--- src/rtl/msg_buffer_pkg.sv ---
// msg_buffer_pkg: shared defaults and parameter checks for msg_buffer.
// Holds default MSG_WIDTH/DEPTH and the DEPTH power-of-two check.
package msg_buffer_pkg;

  localparam int MSG_WIDTH_DEF = 16;
  localparam int DEPTH_DEF     = 32;

  function automatic bit is_pow2(int n);
    return (n >= 2) && ((n & (n - 1)) == 0);
  endfunction

endpackage

--- src/rtl/msg_buffer_if.sv ---
// msg_buffer_if: request/response bundle for msg_buffer.
// master drives flush/wr_en/wr_data/rd_en; slave returns data and status.
interface msg_buffer_if
  import msg_buffer_pkg::*;
#(
  parameter int MSG_WIDTH = MSG_WIDTH_DEF,
  parameter int ADDR_W    = $clog2(DEPTH_DEF)
);

  logic                 flush;
  logic                 wr_en;
  logic [MSG_WIDTH-1:0] wr_data;
  logic                 rd_en;
  logic [MSG_WIDTH-1:0] rd_data;
  logic                 rd_valid;
  logic [ADDR_W:0]      count;
  logic                 full;
  logic                 empty;
  logic                 overflow;
  logic                 underflow;
  logic                 drop;

  modport master (
    output flush, wr_en, wr_data, rd_en,
    input  rd_data, rd_valid, count, full, empty,
    input  overflow, underflow, drop
  );

  modport slave (
    input  flush, wr_en, wr_data, rd_en,
    output rd_data, rd_valid, count, full, empty,
    output overflow, underflow, drop
  );

endinterface

--- src/rtl/msg_buffer_mem.sv ---
// msg_buffer_mem: simple dual-port storage, one write, one sync read.
// Ports: clk, we_i/waddr_i/wdata_i write, re_i/raddr_i read, rdata_o.
module msg_buffer_mem #(
  parameter int MSG_WIDTH = 16,
  parameter int DEPTH     = 32,
  parameter int ADDR_W    = $clog2(DEPTH)
) (
  input  logic                 clk,
  input  logic                 we_i,
  input  logic [ADDR_W-1:0]    waddr_i,
  input  logic [MSG_WIDTH-1:0] wdata_i,
  input  logic                 re_i,
  input  logic [ADDR_W-1:0]    raddr_i,
  output logic [MSG_WIDTH-1:0] rdata_o
);

  logic [MSG_WIDTH-1:0] mem_q [DEPTH];
  logic [MSG_WIDTH-1:0] rdata_q;

  // Read-before-write: same-address access returns the old word.
  always_ff @(posedge clk) begin
    if (we_i) begin
      mem_q[waddr_i] <= wdata_i;
    end
    if (re_i) begin
      rdata_q <= mem_q[raddr_i];
    end
  end

  assign rdata_o = rdata_q;

endmodule

--- src/rtl/msg_buffer.sv ---
// msg_buffer: circular message buffer with sticky error flags.
// Ports: clk, rst (sync, active-high), bus (msg_buffer_if.slave).
// Define MSG_BUFFER_OVERWRITE_EN to overwrite the oldest entry when full.
module msg_buffer
  import msg_buffer_pkg::*;
#(
  parameter int MSG_WIDTH = MSG_WIDTH_DEF,
  parameter int DEPTH     = DEPTH_DEF,
  parameter int ADDR_W    = $clog2(DEPTH)
) (
  input logic        clk,
  input logic        rst,
  msg_buffer_if.slave bus
);

  if (!is_pow2(DEPTH)) begin : g_depth_chk
    $error("msg_buffer: DEPTH must be a power of two >= 2");
  end

  localparam logic [ADDR_W:0]   CNT_FULL = (ADDR_W + 1)'(DEPTH);
  localparam logic [ADDR_W:0]   CNT_ONE  = (ADDR_W + 1)'(1);
  localparam logic [ADDR_W-1:0] PTR_ONE  = ADDR_W'(1);

  logic [ADDR_W-1:0] wr_ptr_q, wr_ptr_d;
  logic [ADDR_W-1:0] rd_ptr_q, rd_ptr_d;
  logic [ADDR_W:0]   cnt_q, cnt_d;
  logic              ovf_q, ovf_d;
  logic              unf_q, unf_d;
  logic              drop_q, drop_d;
  logic              rdv_q, rdv_d;
  logic              dok_q, dok_d;

  logic full, empty;
  logic rd_acc, wr_acc, blk, ovw;
  logic mem_we, mem_re;
  logic [MSG_WIDTH-1:0] mem_rdata;

  assign full  = (cnt_q == CNT_FULL);
  assign empty = (cnt_q == '0);

  assign rd_acc = bus.rd_en && !empty;
  assign wr_acc = bus.wr_en && (!full || rd_acc);
  assign blk    = bus.wr_en && full && !rd_acc;

`ifdef MSG_BUFFER_OVERWRITE_EN
  assign ovw = blk;
`else
  assign ovw = 1'b0;
`endif

  always_comb begin
    wr_ptr_d = wr_ptr_q;
    rd_ptr_d = rd_ptr_q;
    cnt_d    = cnt_q;
    ovf_d    = ovf_q;
    unf_d    = unf_q;
    dok_d    = dok_q;
    drop_d   = 1'b0;
    rdv_d    = 1'b0;
    mem_we   = 1'b0;
    mem_re   = 1'b0;
    if (bus.flush) begin
      wr_ptr_d = '0;
      rd_ptr_d = '0;
      cnt_d    = '0;
      ovf_d    = 1'b0;
      unf_d    = 1'b0;
    end else begin
      if (bus.rd_en && empty) begin
        unf_d = 1'b1;
      end
      if (rd_acc) begin
        mem_re   = 1'b1;
        rdv_d    = 1'b1;
        dok_d    = 1'b1;
        rd_ptr_d = rd_ptr_q + PTR_ONE;
      end
      if (wr_acc || ovw) begin
        mem_we   = 1'b1;
        wr_ptr_d = wr_ptr_q + PTR_ONE;
      end
      // Overwrite drops the oldest entry: read side skips it.
      if (ovw) begin
        rd_ptr_d = rd_ptr_q + PTR_ONE;
        drop_d   = 1'b1;
      end
`ifndef MSG_BUFFER_OVERWRITE_EN
      if (blk) begin
        ovf_d = 1'b1;
      end
`endif
      if (wr_acc && !rd_acc) begin
        cnt_d = cnt_q + CNT_ONE;
      end else if (rd_acc && !wr_acc) begin
        cnt_d = cnt_q - CNT_ONE;
      end
    end
  end

  always_ff @(posedge clk) begin
    if (rst) begin
      wr_ptr_q <= '0;
      rd_ptr_q <= '0;
      cnt_q    <= '0;
      ovf_q    <= 1'b0;
      unf_q    <= 1'b0;
      drop_q   <= 1'b0;
      rdv_q    <= 1'b0;
      dok_q    <= 1'b0;
    end else begin
      wr_ptr_q <= wr_ptr_d;
      rd_ptr_q <= rd_ptr_d;
      cnt_q    <= cnt_d;
      ovf_q    <= ovf_d;
      unf_q    <= unf_d;
      drop_q   <= drop_d;
      rdv_q    <= rdv_d;
      dok_q    <= dok_d;
    end
  end

  msg_buffer_mem #(
    .MSG_WIDTH(MSG_WIDTH),
    .DEPTH    (DEPTH),
    .ADDR_W   (ADDR_W)
  ) u_mem (
    .clk    (clk),
    .we_i   (mem_we && !rst),
    .waddr_i(wr_ptr_q),
    .wdata_i(bus.wr_data),
    .re_i   (mem_re && !rst),
    .raddr_i(rd_ptr_q),
    .rdata_o(mem_rdata)
  );

  // Storage has no reset; rd_data reads as zero until the first read.
  assign bus.rd_data   = dok_q ? mem_rdata : '0;
  assign bus.rd_valid  = rdv_q;
  assign bus.count     = cnt_q;
  assign bus.full      = full;
  assign bus.empty     = empty;
  assign bus.overflow  = ovf_q;
  assign bus.underflow = unf_q;
  assign bus.drop      = drop_q;

endmodule

--- src/flat_wrapper.sv ---
// flat-port wrapper written by rule: the top's interface ports become plain ports
module msg_buffer_flat import msg_buffer_pkg::*;
#(
  parameter int MSG_WIDTH = MSG_WIDTH_DEF,
  parameter int DEPTH     = DEPTH_DEF,
  parameter int ADDR_W    = $clog2(DEPTH)
)
  (clk, rst, bus_flush, bus_wr_en, bus_wr_data, bus_rd_en, bus_rd_data, bus_rd_valid, bus_count, bus_full, bus_empty, bus_overflow, bus_underflow, bus_drop);
  msg_buffer_if #(.MSG_WIDTH(MSG_WIDTH), .ADDR_W(ADDR_W)) bus_i ();
  input logic clk;
  input logic rst;
  input wire logic [$bits(bus_i.flush)-1:0] bus_flush;
  input wire logic [$bits(bus_i.wr_en)-1:0] bus_wr_en;
  input wire logic [$bits(bus_i.wr_data)-1:0] bus_wr_data;
  input wire logic [$bits(bus_i.rd_en)-1:0] bus_rd_en;
  output wire logic [$bits(bus_i.rd_data)-1:0] bus_rd_data;
  output wire logic [$bits(bus_i.rd_valid)-1:0] bus_rd_valid;
  output wire logic [$bits(bus_i.count)-1:0] bus_count;
  output wire logic [$bits(bus_i.full)-1:0] bus_full;
  output wire logic [$bits(bus_i.empty)-1:0] bus_empty;
  output wire logic [$bits(bus_i.overflow)-1:0] bus_overflow;
  output wire logic [$bits(bus_i.underflow)-1:0] bus_underflow;
  output wire logic [$bits(bus_i.drop)-1:0] bus_drop;
  assign bus_i.flush = bus_flush;
  assign bus_i.wr_en = bus_wr_en;
  assign bus_i.wr_data = bus_wr_data;
  assign bus_i.rd_en = bus_rd_en;
  assign bus_rd_data = bus_i.rd_data;
  assign bus_rd_valid = bus_i.rd_valid;
  assign bus_count = bus_i.count;
  assign bus_full = bus_i.full;
  assign bus_empty = bus_i.empty;
  assign bus_overflow = bus_i.overflow;
  assign bus_underflow = bus_i.underflow;
  assign bus_drop = bus_i.drop;
  msg_buffer #(.MSG_WIDTH(MSG_WIDTH), .DEPTH(DEPTH), .ADDR_W(ADDR_W)) u_core (.clk(clk), .rst(rst), .bus(bus_i));
endmodule
--- config.mk ---
export PLATFORM = sky130hd
export DESIGN_NAME = msg_buffer_flat
export DESIGN_NICKNAME = d
export VERILOG_FILES = /design/src/rtl/msg_buffer_pkg.sv /design/src/rtl/msg_buffer_if.sv /design/src/rtl/msg_buffer_mem.sv /design/src/rtl/msg_buffer.sv /design/src/flat_wrapper.sv
export SDC_FILE = /design/constraint.sdc
export NUM_CORES = 1
export LEC_CHECK = 0
export ABC_CLOCK_PERIOD_IN_PS = 4990
export BUFFER_PORTS_ARGS = -buffer_cell sky130_fd_sc_hd__buf_2
export CORE_ASPECT_RATIO = 1.2
export CORE_MARGIN = 4
export CORE_UTILIZATION = 51
export CTS_CLUSTER_SIZE = 30
export DETAILED_ROUTE_END_ITERATION = 12
export GPL_TIMING_DRIVEN = 0
export PLACE_DENSITY = 0.79
export SLEW_MARGIN = 30
export SYNTH_ARGS = -nofsm -noshare
export SYNTH_HDL_FRONTEND = slang
export SYNTH_SLANG_ARGS = --single-unit
--- constraint.sdc ---
create_clock -name clk -period 4.99 [get_ports clk]
set_input_delay 0.2495 -clock clk [delete_from_list [all_inputs] [get_ports clk]]
set_output_delay 0.2495 -clock clk [all_outputs]
set_load 0.01 [all_outputs]
Word level (Yosys, flattened, before mapping)
Memories as Yosys holds them, arrays and structs flattened. A register that Yosys moved wholly into a read port is not among the register bits.
Cells that the tools add are included.
{"block": "word_totals", "ff_bits": 20, "latchBits": 0, "ram_bits": 512, "mem_bits_ro": 0, "inputBits": 21, "out_inout_bits": 28, "memories": 1}
{"block": "classes", "add_sub_neg": 4, "n_mul": 0, "n_div": 0, "magnitude_cmp": 0, "n_eq_ne": 1, "n_shift": 0, "mux": 9, "bitwise_logic": 1, "n_reduce_logical": 19}
{"name": "u_core.u_mem.mem_q", "depth": 32, "width": 16, "read_ports": 1, "rd_ports_with_merged_regs": 1, "wr": 1, "line": "msg_buffer_mem.sv:17", "text": "logic [MSG_WIDTH-1:0] mem_q [DEPTH];"}
{"op": "$mux W16", "count": 1}
{"op": "$mux W6", "count": 2}
{"op": "$add A5 B1 Y5 const B", "count": 2}
{"op": "$logic_and A1 B1 Y1", "count": 9}
{"op": "$add A6 B1 Y6 const B", "count": 1}
{"op": "$eq A6 B6 Y1 const B", "count": 1}
{"op": "$logic_not A6 Y1", "count": 1}
{"op": "$mux W1", "count": 6}
{"op": "$sub A6 B1 Y6 const B", "count": 1}
{"op": "$logic_not A1 Y1", "count": 5}
{"op": "$reduce_and A2 Y1", "count": 1}
{"op": "$reduce_bool A2 Y1", "count": 1}
{"op": "$reduce_or A2 Y1", "count": 1}
{"op": "$logic_or A1 B1 Y1", "count": 1}
{"op": "$not A1 Y1", "count": 1}

Logic depth before layout (Yosys ltp)
{"block": "logic_depth", "word_depth": 10, "mapped_depth": 11, "depth_no_buf": 10}

Cells and area by module
Synthesis repeated with hierarchy kept, for this count alone.
{"block": "hier_totals", "cells_unflattened": 1288, "area_unflattened_um2": 21924.8}
{"module": "msg_buffer_mem", "n_inst": 1, "cells_per_inst": 1143, "area_each_um2": 20696.1, "seq_area_each_um2": 15855.2}
{"module": "msg_buffer", "n_inst": 1, "cells_per_inst": 145, "area_each_um2": 1228.7, "seq_area_each_um2": 400.4}

Worst setup path before layout
No wires, ideal clock.
{"block": "synth_path", "kind": "reg-to-reg", "start": "register u_core.cnt_q[2], in the netlist u_core.bus.count[2]", "end": "register u_core.cnt_q[4], in the netlist u_core.bus.count[4]", "setup_time_ns": 0.116, "arrival_time_ns": 3.013, "setup_slack_ns": 1.861, "path_stages_with_launch": 12, "path_buffers": 1, "period_less_slack_ns": 3.129, "cell_sequence": "dfxtp_1 or4_1 buf_2 o41ai_4 inv_4 ha_1 inv_1 ha_1 nor2b_1 o21a_1 or3_1 a31o_2"}
{"block": "synth_via", "elab_chain_cells": 8, "elab_cells_between_ends": 16}
{"element": "start, declared", "line": "msg_buffer.sv:26", "text": "logic [ADDR_W:0] cnt_q, cnt_d;"}
{"element": "start signal, assigned", "line": "msg_buffer.sv:113", "text": "cnt_q <= cnt_d;"}
{"element": "branches (longest 8 deep; another with $sub A6 B1 Y6)"}
Several ways; the timed one is not identified. The select of a mux whose other input is x is not followed.
A chain may end at the register's enable or synchronous reset.

Final worst setup path
{"block": "layout_path", "start": "register u_core.cnt_q[2], in the netlist u_core.bus.count[2]", "end": "register u_core.cnt_q[5], in the netlist u_core.bus.count[5]"}
The elaborated chain is that of the path after synthesis.

==> flow_summary.yaml <==
power_and_ir_drop:
  total_power_mw: 9.43
  powerDensity_nw_per_um2: 391
  ir_drop_mv: 0.278
  leakagePower_nw: 7.39
synth:
  yosysWarnings: 0
  synth-edff-count: 528
  synthesis.nets: 1088
  synthCells: 1055
  syn-cell-area_um2: 21300
  synthArstFlopShare: 0
  ys_seq_elements: 548
  netlist.area_leader.share: 0.745
  ys_top_cells_by_area: "edfxtp_1 (74%), mux4_2 (10%), mux2i_1 (3.1%)"
  yosysSeqAreaShare: 0.764
  yosys.area.top_type: "edfxtp_1"
  ys.flop_type: "edfxtp_1"
  synth_cell_type_count: 54
  syn_area_per_cell_um2: 20.2
global_routing:
  grtUsageTotal: 0.212
  grt_max_degree: 33
  grt_overflow: 0
  grt_pass1_wl_mm: 71.3
  grt_pass1_vias: 11212
  antenna_found_initial: 0
setup_path:
  max_stage_delay_ns: 0.57
  crit_type: "reg -> reg"
  arrival_ns: 4.24
  slowest_stage: "o41ai_1"
  cp.required_ns: 5.50
  cp-end-kind: "flip-flop"
  cp_max_fo: 8
  start_kind: "flip-flop"
  cp_cell_sequence: "or4_1, buf_2, o41ai_4, inv_4, ha_1, inv_1, ha_1, and3_1, o41ai_1, o21ai_0, nand3_1"
  crit_path_frequent_cell: "ha_1"
floorplan:
  num_rows: 81
  die-area_um2: 45100
  coreArea_um2: 41000
  die_w_um: 194
  ios: 49
  start_util: 0.519
  die-height_um: 232
clocking:
  cts-root-buf: "clkbuf_16"
  htreeDepth: 2
  clockBufferDepth: 3
  clkSinkCount: 548
  cts_tree: "yes"
  clk_latency_ns: 0.57
  postCtsSetupBuffers: 0
  cts_inserted_buffers: 48
  clkSlewWorstSetupHoldPaths_ns: 0.06
place:
  port_buffers: 47
  dpl_worst_slack_ns: 1.36
  routabilityCongestion: 0.815
  place_inst: 1670
  placedInstanceArea_um2: 22600
  dp_hpwl_mm: 30.7
timing:
  period_minus_slack_ns: 3.73
  tns_ns: 0
  fin_skew_ns: 0.0163
  hold_viol: 0
  fmax_mhz: 268
  finalSetupViolations: 0
  fin_crit_sh: 0.748
  grt_setup_unrepaired: "no"
  setup_slack_ns: 1.26
  worst_slew_pin_slew_ns: 1.01
  relSlewSlack: 0.323
  slew_viol_final: 0
detailed_routing:
  wl_mm: 47.6
  drtAntennaViolNets: 0
  detail_route.wl_per_cell_um: 27.1
  drt_iter0_markers: 1339
  drc: 0
  via_per_inst: 6.22
  drt_pass1_iterations: 5
  vias: 10937
cells_and_area:
  final_common_cell: "edfxtp_1"
  drive_gt1_frac: 0.261
  final_area_um2: 24100
  num-fill-cells: 2849
  final_cells: 1757
  syn_to_final_growth_pct: 13.3
  final_cell_mix: "edfxtp_1 (528), mux4_2 (96), buf_2 (66), mux2i_1 (66), clkbuf_16 (49)"
  fin_nets: 1216
outcome:
  outcome: "complete, no violations"
flow_run:
  maxCapViolations: 0
hold_path:
  hold_class: "in -> reg"
## stage by stage
stage | utilization | hold WS (ns)
after floorplan | - | 0.348
after global placement | 0.541 | 0.447
after detailed placement | 0.552 | 0.473
after CTS | 0.587 | 0.0605
after global routing | 0.587 | 0.107
final | 0.588 | 0.0833
## layer usage
layer | vias to the layer above | GRT usage | share of wire
met5 | - | 0 | 0
met4 | 0 | 0.0844 | 0.044
met3 | 115 | 0.0351 | 0.083
met2 | 587 | 0.361 | 0.51
met1 | 5626 | 0.275 | 0.37
li1 | 4609 | - | -
## area by class of cell
class	instances	area [µm²]	share of cell area
Inverter	12	47.5	0.00197
Buffer	61	310	0.0129
Antenna cell	1	2.50	0.000104
Multi-Input combinational cell	434	4820	0.200
Clock inverter	19	120	0.00498
Timing Repair Buffer	78	562	0.0233
Sequential cell	548	16300	0.674
Clock buffer	65	1330	0.0550
Tap cell	539	674	0.0280
## cell usage after synthesis (all sizes together) (2+ instances only)
library cell and count:
a2111oi 15, a211oi 2, a21oi 38, a22o 16
a22oi 16, and2 18, and3 2, and4 2
buf 34, clkbuf 27, dfxtp 20, edfxtp 528
ha 11, inv 12, mux2i 66, mux4 96
nand2 9, nand3 11, nand3b 3, nor2 50
nor2b 3, nor3 3, nor4 2, o21a 2
o21ai 5, o221ai 16, o22ai 17, o31ai 3
o41ai 2, or2 2, or3 5, or3b 2
xor2 4
## where the power goes
group          switching (mW)  internal [mW]
logic                   0.510          0.363
registers              0.0249           5.08
clock network            1.55           1.91
total                    2.08           7.35
## path summary, 6_finish.rpt
path,from,end,slack [ns],cells after the start
setup reg to reg,u_core.bus.count[2],u_core.bus.count[5],1.26,11
hold / removal,bus_rd_en,u_core.bus.underflow,0.08,3
hold reg to reg,u_core.bus.overflow,u_core.bus.overflow,0.49,2
setup / recovery,u_core.bus.count[2],u_core.bus.count[5],1.26,11
## repair_timing
item | 4_1_cts | 5_1_grt
gates resized for setup | 0 | 0
endpoints found under the hold margin | 2 | 0
hold buffers | 2 | 0
## logic make-up (layout without fill, tap and decap cells)
kind of cell	Yosys count	in the layout	share of synthesized area
flip-flops	548	548	0.764
AO/OA/AOI/OAI	139	139	0.0480
buffers and inverters	73	235	0.0168
multiplexers	162	162	0.133
adder cells (fa/ha/maj)	12	12	0.00741
other	1	2	0.000176
XOR/XNOR	5	5	0.00206
AND/OR/NAND/NOR	115	115	0.0291
## flip-flops by register name (all words and copies together), names as in the netlist
| register | flops |
|---|---|
| u_core.bus.overflow | 1 |
| u_core.bus.rd_valid | 1 |
| u_core.wr_ptr_q | 5 |
| u_core.u_mem.rdata_o | 16 |
| u_core.bus.underflow | 1 |
| u_core.bus.count | 6 |
| u_core.u_mem.mem_q | 512 |
| u_core.rd_ptr_q | 5 |
| u_core.dok_q | 1 |
## worst max-delay path: cells and delay by family (launching register included)
kind / cells / cell delay [ns]
buffers and inverters: 3 / 0.60
flip-flops: 1 / 0.35
AND/OR/NAND/NOR: 3 / 0.85
AO/OA/AOI/OAI: 3 / 1.26
adder cells (fa/ha/maj): 2 / 0.62
Note: power is estimated with default switching activity, not from simulation.
